File: src/rtl/muldiv_pkg.sv
// Shared definitions for the iterative RV32M multiply/divide unit.
package muldiv_pkg;

  localparam int unsigned ITERS = 32;

  localparam logic [2:0] F3_MUL    = 3'b000;
  localparam logic [2:0] F3_MULH   = 3'b001;
  localparam logic [2:0] F3_MULHSU = 3'b010;
  localparam logic [2:0] F3_MULHU  = 3'b011;
  localparam logic [2:0] F3_DIV    = 3'b100;
  localparam logic [2:0] F3_DIVU   = 3'b101;
  localparam logic [2:0] F3_REM    = 3'b110;
  localparam logic [2:0] F3_REMU   = 3'b111;

  typedef enum logic [1:0] {StIdle, StCalc, StFix, StDone} state_e;

  function automatic logic is_div(input logic [2:0] f3);
    return f3[2];
  endfunction

endpackage

File: src/rtl/muldiv_iter_core.sv
// Per-cycle shift-add / restoring shift-subtract datapath with iteration counter.
module muldiv_iter_core
  import muldiv_pkg::*;
#(
  parameter int unsigned WIDTH = 32
) (
  input  logic             clk,
  input  logic             rst,
  input  logic             load,
  input  logic             step,
  input  logic             div_op,
  input  logic [WIDTH-1:0] mag_a,
  input  logic [WIDTH-1:0] mag_b,
  output logic [WIDTH-1:0] hi,
  output logic [WIDTH-1:0] lo,
  output logic             last
);

  localparam int unsigned CntW = $clog2(ITERS);

  logic [WIDTH-1:0] hi_q, hi_d, lo_q, lo_d, b_q;
  logic [CntW-1:0]  cnt_q;
  logic             div_q;
  logic [WIDTH:0]   add_sum, shifted, trial;

  // hi holds the upper product / partial remainder; lo the multiplier / quotient.
  always_comb begin
    add_sum = {1'b0, hi_q} + {1'b0, (lo_q[0] ? b_q : '0)};
    shifted = {hi_q, lo_q[WIDTH-1]};
    trial   = shifted - {1'b0, b_q};
    hi_d    = hi_q;
    lo_d    = lo_q;
    if (!div_q) begin
      hi_d = add_sum[WIDTH:1];
      lo_d = {add_sum[0], lo_q[WIDTH-1:1]};
    end else if (!trial[WIDTH]) begin
      hi_d = trial[WIDTH-1:0];
      lo_d = {lo_q[WIDTH-2:0], 1'b1};
    end else begin
      hi_d = shifted[WIDTH-1:0];
      lo_d = {lo_q[WIDTH-2:0], 1'b0};
    end
  end

  always_ff @(posedge clk) begin
    if (rst) begin
      hi_q  <= '0;
      lo_q  <= '0;
      b_q   <= '0;
      div_q <= 1'b0;
      cnt_q <= '0;
    end else if (load) begin
      hi_q  <= '0;
      lo_q  <= mag_a;
      b_q   <= mag_b;
      div_q <= div_op;
      cnt_q <= CntW'(ITERS - 1);
    end else if (step) begin
      hi_q  <= hi_d;
      lo_q  <= lo_d;
      cnt_q <= cnt_q - 1'b1;
    end
  end

  assign hi   = hi_q;
  assign lo   = lo_q;
  assign last = (cnt_q == '0);

endmodule

File: src/rtl/muldiv_unit.sv
// Iterative RV32M multiply/divide unit with start/busy/done handshake.
// Optional macro MULDIV_DIVZERO_FASTPATH_EN: divide by zero completes straight from IDLE.
module muldiv_unit
  import muldiv_pkg::*;
#(
  parameter int unsigned WIDTH = 32
) (
  input  logic             clk,
  input  logic             rst,
  input  logic             start,
  input  logic [2:0]       funct3,
  input  logic [WIDTH-1:0] op_a,
  input  logic [WIDTH-1:0] op_b,
  input  logic             flush,
  output logic             busy,
  output logic             done,
  output logic [WIDTH-1:0] result
);

  state_e             state_q, state_d;
  logic [2:0]         f3_q;
  logic [WIDTH-1:0]   a_q, result_q, result_bak_q, fix_val;
  logic               neg_a_q, neg_b_q, b_zero_q;
  logic               sgn_a, sgn_b, accept, fast_zero, core_last;
  logic [WIDTH-1:0]   mag_a, mag_b, core_hi, core_lo, quo, rem;
  logic [2*WIDTH-1:0] prod;

  assign sgn_a = op_a[WIDTH-1] && (funct3 inside {F3_MULH, F3_MULHSU, F3_DIV, F3_REM});
  assign sgn_b = op_b[WIDTH-1] && (funct3 inside {F3_MULH, F3_DIV, F3_REM});
  assign mag_a = sgn_a ? (~op_a + WIDTH'(1)) : op_a;
  assign mag_b = sgn_b ? (~op_b + WIDTH'(1)) : op_b;

  assign accept = (state_q == StIdle) && start;
`ifdef MULDIV_DIVZERO_FASTPATH_EN
  assign fast_zero = is_div(funct3) && (op_b == '0);
`else
  assign fast_zero = 1'b0;
`endif

  muldiv_iter_core #(.WIDTH(WIDTH)) u_core (
    .clk    (clk),
    .rst    (rst),
    .load   (accept && !fast_zero),
    .step   (state_q == StCalc),
    .div_op (is_div(funct3)),
    .mag_a  (mag_a),
    .mag_b  (mag_b),
    .hi     (core_hi),
    .lo     (core_lo),
    .last   (core_last)
  );

  always_comb begin
    state_d = state_q;
    unique case (state_q)
      StIdle: if (accept) state_d = fast_zero ? StDone : StCalc;
      StCalc: if (flush) state_d = StIdle; else if (core_last) state_d = StFix;
      StFix:  state_d = flush ? StIdle : StDone;
      StDone: state_d = StIdle;
      default: state_d = StIdle;
    endcase
  end

  // Sign fix-up; 0x80000000 / -1 falls out of the magnitude path unaided.
  always_comb begin
    prod = {core_hi, core_lo};
    if (neg_a_q ^ neg_b_q) prod = ~prod + 1'b1;
    quo = (neg_a_q ^ neg_b_q) ? (~core_lo + WIDTH'(1)) : core_lo;
    rem = neg_a_q ? (~core_hi + WIDTH'(1)) : core_hi;
    if (b_zero_q) begin
      quo = '1;
      rem = a_q;
    end
    fix_val = '0;
    unique case (f3_q)
      F3_MUL:                       fix_val = prod[WIDTH-1:0];
      F3_MULH, F3_MULHSU, F3_MULHU: fix_val = prod[2*WIDTH-1:WIDTH];
      F3_DIV, F3_DIVU:              fix_val = quo;
      F3_REM, F3_REMU:              fix_val = rem;
      default:                      fix_val = '0;
    endcase
  end

  always_ff @(posedge clk) begin
    if (rst) begin
      state_q      <= StIdle;
      f3_q         <= '0;
      a_q          <= '0;
      neg_a_q      <= 1'b0;
      neg_b_q      <= 1'b0;
      b_zero_q     <= 1'b0;
      result_q     <= '0;
      result_bak_q <= '0;
    end else begin
      state_q <= state_d;
      if (accept) begin
        f3_q     <= funct3;
        a_q      <= op_a;
        neg_a_q  <= sgn_a;
        neg_b_q  <= sgn_b;
        b_zero_q <= is_div(funct3) && (op_b == '0);
      end
      if (state_q == StFix && !flush) begin
        result_q     <= fix_val;
        result_bak_q <= result_q;
      end
`ifdef MULDIV_DIVZERO_FASTPATH_EN
      if (accept && fast_zero) begin
        result_q     <= funct3[1] ? op_a : '1;
        result_bak_q <= result_q;
      end
`endif
      // A flush in DONE retracts the just-written result.
      if (state_q == StDone && flush) result_q <= result_bak_q;
    end
  end

  assign busy   = (state_q != StIdle);
  assign done   = (state_q == StDone) && !flush;
  assign result = result_q;

endmodule

File: config.mk
export PLATFORM = sky130hd
export DESIGN_NAME = muldiv_unit
export DESIGN_NICKNAME = d
export VERILOG_FILES = /design/src/rtl/muldiv_pkg.sv /design/src/rtl/muldiv_iter_core.sv /design/src/rtl/muldiv_unit.sv
export SDC_FILE = /design/constraint.sdc
export NUM_CORES = 1
export LEC_CHECK = 0
export ABC_AREA = 1
export ABC_CLOCK_PERIOD_IN_PS = 2400
export BUFFER_PORTS_ARGS = -buffer_cell sky130_fd_sc_hd__buf_2
export CORE_MARGIN = 4
export CORE_UTILIZATION = 31
export DETAILED_ROUTE_END_ITERATION = 12
export GPL_ROUTABILITY_DRIVEN = 0
export HOLD_SLACK_MARGIN = 0.08
export PLACE_DENSITY = 0.55
export SETUP_SLACK_MARGIN = 0.4
export SLEW_MARGIN = 10
export SYNTH_ARGS = -nofsm -noshare
export SYNTH_HDL_FRONTEND = slang
export SYNTH_HIERARCHICAL = 1
export SYNTH_SLANG_ARGS = --single-unit
File: constraint.sdc
create_clock -name clk -period 2.4 [get_ports clk]
set_input_delay 0.24 -clock clk [delete_from_list [all_inputs] [get_ports clk]]
set_output_delay 0.24 -clock clk [all_outputs]
set_load 0.05 [all_outputs]
# After elaboration in Yosys (flattened, before gate mapping)
# Index checks and enable logic that the tools add are counted.
# word_totals
reg_bits	206
in_bits	71
out_inout_bits	34
wordCells	89
# classes
addsub	8
n_eq_ne	16
mux	24
n_bitwise	6
reduce_logical	22
# op_table
cell	count
32-bit two-way mux	14
32-bit by 1-bit adder with 32-bit output, second input constant	4
32-bit NOT	4
32-bit one-hot mux with 4 select lines	1
64-bit by 1-bit adder with 64-bit output, second input constant	1
64-bit two-way mux	1
64-bit NOT	1
32-bit by 32-bit adder with 33-bit output	1
33-bit by 32-bit subtractor with 33-bit output	1
32-bit logical NOT	1
3-bit equality test, second input constant	6
5-bit two-way mux	2
3-bit by 2-bit equality test with 1-bit output, second input constant	3
2-bit two-way mux	4
2-bit one-hot mux with 4 select lines	1
1-bit logical AND	7
3-bit by 1-bit equality test with 1-bit output, second input constant	2
2-bit nonzero test	3
2-bit OR reduction	3
5-bit logical NOT	1
5-bit by 1-bit subtractor with 5-bit output, second input constant	1
2-bit equality test, second input constant	2
4-bit nonzero test	1
3-bit logical NOT	1
other kinds (10)	10

# Longest topological paths before layout
# Gate-level depths: netlist (run 1).
# logic_depth
depth_word	7
depth_mapped	19
depth_no_buf	18

# By module
# Netlist (run 1), hierarchy kept.
# by_module_without_submodules
mod	n_inst	cells_per_inst	area_each_um2	seq_area_each_um2
muldiv_iter_core	1	1849	10208.5	2042.0
muldiv_unit	1	1722	9769.4	2082.0

# Worst setup path before layout (run 1)
# OpenSTA, ideal clock, no wires.
# synth_path
kind	register to register
from	reg u_core.lo_q[0] (netlist: u_core/lo[0])
to	reg u_core.hi_q[27] (netlist: u_core/hi[27])
setup_ns	0.122
t_arrival_ns	2.383
t_required_ns	2.278
setup_slack_ns	-0.105
path_stages_with_launch	18
n_path_buf	2
synth_period_minus_slack_ns	2.505
path_cell_list	dfxtp_1 > clkbuf_1 > clkbuf_1 > nand2_1 > inv_1 > ha_1 > fa_1 > nand2_1 > a21oi_1 > nand2_1 > nand2_1 > nand2_1 > nand2_1 > nand2_1 > a21oi_1 > nor2_1 > nor2_1 > a21oi_2
# synth_via
elab_chain_cells	3
# synth_rtl
item	line	rtl
start, declared	muldiv_iter_core.sv:21	logic [WIDTH-1:0] hi_q, hi_d, lo_q, lo_d, b_q;
start signal, assigned	muldiv_iter_core.sv:54	lo_q <= mag_a;
start signal, assigned	muldiv_iter_core.sv:60	lo_q <= lo_d;
32-bit two-way mux	muldiv_iter_core.sv:28	add_sum = {1'b0, hi_q} + {1'b0, (lo_q[0] ? b_q : '0)};
32-bit by 32-bit adder with 33-bit output	muldiv_iter_core.sv:28	
32-bit two-way mux	muldiv_iter_core.sv:33	if (!div_q) begin
end signal, assigned	muldiv_iter_core.sv:59	hi_q <= hi_d;
end, declared	muldiv_iter_core.sv:21	
# No other way between the ends.
# A chain may end at the register's enable or synchronous reset.

# Final worst setup path (run 1)
# layout_path
from	reg u_core.lo_q[0] (netlist: u_core/lo[0])
to	reg u_core.hi_q[9] (netlist: u_core/hi[9])
# Same word-level chain as after synthesis.

==> results of run 1 <==
[through the flow]
stage	hold WS, ps	util (%)	cells	instance area (um2)
floorplan	374.9	-	3571	20220
finish	101.0	41.78	4746	26500
global placement	438.5	36.20	4611	22960
global route	130.2	41.77	4745	26500
detailed placement	440.6	36.20	4611	22960
CTS	83.38	39.43	4722	25010
[kinds of logic after synthesis]
group | synth area share, %
buffers and inverters | 13.92
flip-flops | 20.64
XOR/XNOR | 4.065
adder cells (fa/ha/maj) | 4.584
AO/OA/AOI/OAI | 18.00
AND/OR/NAND/NOR | 38.79
[worst min-delay path by stage]
stage	slack, ps	depth (start not counted)	end
after floorplan	370	2	a_q[12]
after global placement	440	2	result_bak_q[24]
after detailed placement	440	2	result_bak_q[28]
after CTS	80	4	u_core/b_q[4]
after global routing	130	5	u_core/lo[2]
final	100	4	u_core/b_q[4]
[power groups by stage]
stage,logic (mW),clock network [mW],registers (mW)
floorplan,4.58,0,3.98
global placement,6.79,0,4.06
detailed placement,6.80,0,4.06
CTS,7.32,3.96,4.00
global route,9.00,4.10,4.05
finish,8.25,3.87,4.03
[metal layers]
layer / part of all wire [%] / up-vias / track usage [%] / wire length (um)
met3: 8.4 / 165 / 3.845 / 7166
met2: 42 / 951 / 34.83 / 35700
met4: 4.1 / 0 / 8.068 / 3489
li1: - / 11900 / - / -
met5: 0 / - / 0 / 0
met1: 46 / 10790 / 34.18 / 38790
[cell usage after synthesis (all sizes together)]
library cell  count
ha               70
nand3           225
o21a              5
buf              37
nor3             35
xor2             66
dfxtp           206
a22oi             3
inv             589
a21o              4
or2               7
a221oi            1
a31oi            40
nand3b           17
and3              2
nand2          1130
nand2b            1
fa                2
nor4              5
nand4            23
o21bai            7
o21ai           295
nor2            376
a2bb2oi           1
clkinv            3
o211ai           24
and2              4
xnor2            25
a21oi           279
clkbuf           86
o41ai             1
a21boi            2
[worst register-to-register path: stages, from the launching register on]
cell,delay [ps]
dfxtp_4,390
buf_12,160
nand2_2,70
inv_2,40
ha_4,150
fa_2,360
nand2_4,100
nand2_1,60
nand3b_1,100
nand2_2,110
nand2_2,90
nand2_4,70
a21oi_2,130
o21ai_2,80
buf_4,150
nand2_1,80
inv_1,50
a21oi_1,100
[flip-flops by register name (all words and copies together) (netlist names)]
register,cells
a_q,32
u_core/hi,32
u_core/b_q,32
u_core/div_q,1
u_core/cnt_q,5
state_q,2
b_zero_q,1
result_bak_q,32
f3_q,3
result,32
neg_b_q,1
u_core/lo,32
neg_a_q,1
[cell type report]
type | count | area, um2
Tap cell | 846 | 1059
Antenna cell | 1 | 2.502
Fill cell | 6837 | 36930
Clock buffer | 33 | 716.9
Sequential cell | 206 | 4205
Timing Repair Buffer | 405 | 3187
Clock inverter | 12 | 112.6
Inverter | 592 | 2228
Multi-Input combinational cell | 2651 | 14990
[timing repair]
item,CTS,global route
pin swaps,19,87
hold buffers,38,1
buffers inserted,27,16
endpoints found under the setup margin,85,154
endpoints found under the hold margin,44,1
gates resized for setup,125,353
cloned,1,6
==> results.sh, run 1 <==
export IMPL_relSlewSlack_pct=26.49
export IMPL_place_ws_ps=-2.391
export IMPL_p_clk_share_pct=24.0
export IMPL_path_max_fanout=8
export IMPL_synthTopCellsByArea="dfxtp_1, nand2_1, inv_1"
export IMPL_status="finished, final reports clean"
export IMPL_nets=4025
export IMPL_yosysSeqAreaShare_pct=20.64
export IMPL_min_path_type="input port to flip-flop"
export IMPL_p_total_mw=16.15
export IMPL_initial_core_util_pct=31.50
export IMPL_sw_frac_of_total_pct=44.43
export IMPL_worstMarginPinSlew_ps=1103
export IMPL_finalCritPeriodShare_pct=97.81
export IMPL_io_buffers=104
export IMPL_comb_power_share_pct=51.1
export IMPL_p_int_mw=8.974
export IMPL_synth_cell_area_um2=19980
export IMPL_rr_worst_depth=17
export IMPL_setup_worst_path_class="flip-flop to flip-flop"
export IMPL_cp_top_family="simple AND/OR/NAND/NOR gates"
export IMPL_final_max_slew_viol_count=0
export IMPL_power_density_nw_per_um2=609.5
export IMPL_critPathMaxStageDelay_ps=390
export IMPL_yosysTopAreaCell="dfxtp_1"
export IMPL_track_usage_pct=23.43
export IMPL_cts_made_buffers=26
export IMPL_layout_common_cells="nand2_1, inv_1, nor2_1"
export IMPL_worstSetupEndpoint="u_core/hi[9]"
export IMPL_reg2reg_to="u_core/hi[9]"
export IMPL_num_vias=23810
export IMPL_cts_tree="built"
export IMPL_grt_overflow_total=0
export IMPL_required_ps=2880
export IMPL_ant_nets=0
export IMPL_cp_end_kind="flip-flop"
export IMPL_fp_row_count=92
export IMPL_worstPathCellList="buf_12 > nand2_2 > inv_2 > ha_4 > fa_2 > nand2_4 > nand2_1 > nand3b_1 > nand2_2 > nand2_2 > nand2_4 > a21oi_2 > o21ai_2 > buf_4 > nand2_1 > inv_1 > a21oi_1"
export IMPL_r2r_slack_ps=50
export IMPL_clock_sinks=206
export IMPL_cp_num_cells=17
export IMPL_clkTransAtPathRegs_ps=60
export IMPL_critPathLaunchType="flip-flop"
export IMPL_seqPwrFrac_pct=25.0
export IMPL_drv_cap=0
export IMPL_syn_nets=3714
export IMPL_rsz0062_at_grt="true"
export IMPL_ios=105
export IMPL_setup_violations=0
export IMPL_drt_wirelength_per_cell_um=17.94
export IMPL_setup_tns_ps=0
export IMPL_h_tree_depth=1
export IMPL_yosys_area_top_type_share_pct=20.64
export IMPL_ys_types=53
export IMPL_viasPerCell=5.016
export IMPL_ir_worst_vdd_mv=0.5796
export IMPL_area_growth_pct=32.64
export IMPL_die_w_um=261.9
export IMPL_routed_wl_um=85140
export IMPL_clk_path_buf_depth=3
export IMPL_hp_start="op_b[4]"
export IMPL_dieArea_um2=68570
export IMPL_fin_skew_ps=30.43
export IMPL_dp_hpwl_um=65860
export IMPL_syn_avg_cell_area_um2=5.594
export IMPL_final_common_cell="nand2_1"
export IMPL_hold_viol=0
export IMPL_power_leakage_nw=13.03
export IMPL_antenna_found_initial=0
export IMPL_ys_warn_count=6
export IMPL_drive_gt1_share_pct=24.57
export IMPL_p_sw_mw=7.177
export IMPL_cp_common_cell="nand2_2"
export IMPL_drc_errors=0
export IMPL_fmaxAchievable_ghz=0.4260
export IMPL_drtIter0Drc=2345
export IMPL_insertion_delay_ps=580
export IMPL_worst_path_buf_inv=4
export IMPL_reg2reg_from="u_core/lo[0]"
export IMPL_synthesis_instances=3571
export IMPL_period_minus_slack_ps=2347
export IMPL_core_um2=63430
export IMPL_grt_pass1_vias=21370
export IMPL_clockRootBuffer="clkbuf_16"
export IMPL_synth_ff_latch_count=206
export IMPL_grt_start_max_net_pins=75
export IMPL_cpMaxStageDelayCell="dfxtp_4"
export IMPL_fin_ws_ps=52.68
export IMPL_crit_path_start="u_core/lo[0]"
export IMPL_grt_pass1_wl_um=125100
export IMPL_dr_pass1_iters=6
export IMPL_dieHeight_um=261.9
export IMPL_crit_arrival_ps=2830
No activity file was read; power rests on OpenSTA's default activity.
==> run 2: changes to the inputs <==
- ABC_AREA: 1 -> unset
==> results.sh, run 2 <==
export IMPL_status="finished, violations left"
export IMPL_violations="setup timing"
export IMPL_nets=3026
export IMPL_ant_nets=0
export IMPL_dp_hpwl_um=55360
export IMPL_ys_top_cells_by_count="a21oi_1, nor2_1, nand2_1"
export IMPL_dieHeight_um=240.8
export IMPL_ir_worst_vdd_mv=0.5962
export IMPL_drtIter0Drc=1905
export IMPL_critPathMaxStageDelay_ps=390
export IMPL_clk_path_buf_depth=3
export IMPL_track_usage_pct=24.37
export IMPL_grt_pass1_vias=19710
export IMPL_grt_pass1_wl_um=112800
export IMPL_die_w_um=240.8
export IMPL_fp_row_count=85
export IMPL_viasPerCell=5.613
export IMPL_antenna_found_initial=0
export IMPL_rsz0062_at_grt="true"
export IMPL_fin_cells=3599
export IMPL_place_area_um2=22100
export IMPL_synthesis_instances=2278
export IMPL_drt_wirelength_per_cell_um=20.65
export IMPL_min_path_type="input port to flip-flop"
export IMPL_placed_cells=3426
export IMPL_crit_arrival_ps=3490
export IMPL_clockRootBuffer="clkbuf_16"
export IMPL_final_area_um2=26210
export IMPL_synth_most_common_cell="a21oi_1"
export IMPL_synth_cell_area_um2=16800
export IMPL_hold_viol=0
export IMPL_num_vias=20200
export IMPL_dieArea_um2=57970
export IMPL_synth_ff_latch_count=206
export IMPL_synthArstFlopShare_pct=0
export IMPL_grt_start_max_net_pins=98
export IMPL_place_ws_ps=-630.2
export IMPL_yosys_area_top_type_share_pct=24.55
export IMPL_worstMarginPinSlew_ps=924.2
export IMPL_insertion_delay_ps=560
export IMPL_ios=105
export IMPL_worst_path_buf_inv=0
export IMPL_layout_common_cells="buf_4, nand2_1, nor2_1"
export IMPL_initial_core_util_pct=31.28
export IMPL_p_total_mw=15.29
export IMPL_yosysSeqAreaShare_pct=24.55
export IMPL_drive_gt1_share_pct=37.03
export IMPL_critPathLaunchType="flip-flop"
export IMPL_syn_nets=2421
export IMPL_synth_mux_area_share_pct=5.244
export IMPL_synthSimpleGateAreaFrac_pct=21.32
export IMPL_area_growth_pct=56.01
export IMPL_power_density_nw_per_um2=583.6
export IMPL_synth_xor_area_share_pct=9.803
export IMPL_fin_hold_ws_ps=103.3
export IMPL_drc_errors=0
export IMPL_grt_overflow_total=0
export IMPL_final_common_cell="buf_4"
export IMPL_synth_edf_count=0
export IMPL_cp_top_family="compound AO/OA/AOI/OAI gates"
export IMPL_synth_top_family_by_area="compound AO/OA/AOI/OAI gates"
export IMPL_required_ps=2870
export IMPL_synthTopCellsByArea="dfxtp_1, a21oi_1, nor2_1"
export IMPL_syn_avg_cell_area_um2=7.374
export IMPL_fmaxAchievable_ghz=0.3310
export IMPL_synth_flop_cell="dfxtp_1"
export IMPL_synthAdderAreaFrac_pct=5.453
export IMPL_setup_violations=60
export IMPL_finalCritPeriodShare_pct=125.9
export IMPL_cp_common_cell="a221oi_2"
export IMPL_antenna_cells=0
export IMPL_synth_compound_area_share_pct=28.71
export IMPL_path_max_fanout=3
export IMPL_h_tree_depth=1
export IMPL_setup_worst_path_class="flip-flop to flip-flop"
export IMPL_period_minus_slack_ps=3022
export IMPL_yosysTopAreaCell="dfxtp_1"
export IMPL_routed_wl_um=74310
export IMPL_ys_warn_count=6
export IMPL_relSlewSlack_pct=38.39
export IMPL_cpMaxStageDelayCell="fa_2"
export IMPL_worstPathCellList="and2_4 > ha_4 > fa_2 > a211oi_2 > nor2_2 > o31a_1 > o221ai_4 > a21oi_2 > a221oi_2 > xnor2_1 > o221ai_1 > a221oi_2"
export IMPL_cts_tree="built"
export IMPL_cts_made_buffers=26
export IMPL_io_buffers=104
export IMPL_drv_cap=0
export IMPL_power_leakage_nw=11.10
export IMPL_dr_pass1_iters=8
export IMPL_final_max_slew_viol_count=0
export IMPL_clkTransAtPathRegs_ps=60
export IMPL_clock_sinks=206
export IMPL_ys_types=84
export IMPL_core_um2=53710
export IMPL_fin_skew_ps=12.96
export IMPL_cp_end_kind="flip-flop"
export IMPL_fin_ws_ps=-621.6
==> run 2: cell types whose count changed after synthesis, sizes merged, moves of 68 or more <==
cell / before / now
nor2: 376 / 249
xnor2: 25 / 93
nand3: 225 / 27
o21ai: 295 / 127
nand2: 1130 / 247
mux2i: 0 / 79
inv: 589 / 66
==> run 2: kinds of logic after synthesis <==
| group | Yosys count |
|---|---|
| mux | 87 |
| flops | 206 |
| buf+inv | 210 |
| compound gates | 747 |
| fa+ha+maj | 72 |
| simple gates | 768 |
| xor+xnor | 188 |
==> run 2: layout make-up <==
| cell class | count | area, um2 |
|---|---|---|
| Tap cell | 696 | 870.8 |
| Timing Repair Buffer | 721 | 5857 |
| Multi-Input combinational cell | 1862 | 14010 |
| Inverter | 66 | 261.5 |
| Clock inverter | 17 | 301.5 |
| Clock buffer | 31 | 730.7 |
| Sequential cell | 206 | 4178 |
| Fill cell | 5058 | 27500 |
==> run 2: worst paths after layout <==
| check | start | end | slack, ps | depth (start not counted) |
|---|---|---|---|---|
| worst max register to register | u_core/lo[0] | u_core/hi[19] | -620 | 12 |
| worst min register to register | result_bak_q[27] | result_bak_q[27] | 460 | 2 |
| worst max-delay path | u_core/lo[0] | u_core/hi[19] | -620 | 12 |
| worst min-delay path | op_b[22] | u_core/b_q[22] | 100 | 4 |
==> run 2: where the power goes <==
group	internal (mW)	switching, mW	total (mW)	leakage, nW
registers	3.61	0.195	3.80	1.70
logic	3.20	3.56	6.76	8.92
clock network	3.03	1.71	4.73	0.491
total	9.83	5.46	15.3	11.1
==> run 2: per-stage QoR <==
stage          TNS [ps]  utilization, %
2_1_floorplan    -13920               -
3_3_place_gp     -24070           41.15
3_5_place_dp     -25500           41.15
4_1_cts          -17050           47.04
5_1_grt          -23390           48.79
6_report         -17980           48.79
==> run 2: layer usage <==
layer	track usage (%)	wire, um
met4	10.31	3876
met5	0	0
met2	40.08	33430
met1	32.37	31710
met3	3.120	5299
==> run 2: what timing repair did <==
item | CTS | global route
endpoints found under the hold margin | 47 | 0
gates resized for setup | 255 | 139
buffers inserted | 51 | 24
setup endpoints to repair | 73 | 121
cloned | 3 | 2
pin swaps | 143 | 125
hold buffers | 45 | 0
==> run 2: worst reg2reg max path: stages, from the launching register on <==
cell and delay [ps]:
dfxtp_4 360, and2_4 160, ha_4 160, fa_2 390
a211oi_2 220, nor2_2 80, o31a_1 370, o221ai_4 250
a21oi_2 120, a221oi_2 300, xnor2_1 150, o221ai_1 160
a221oi_2 230
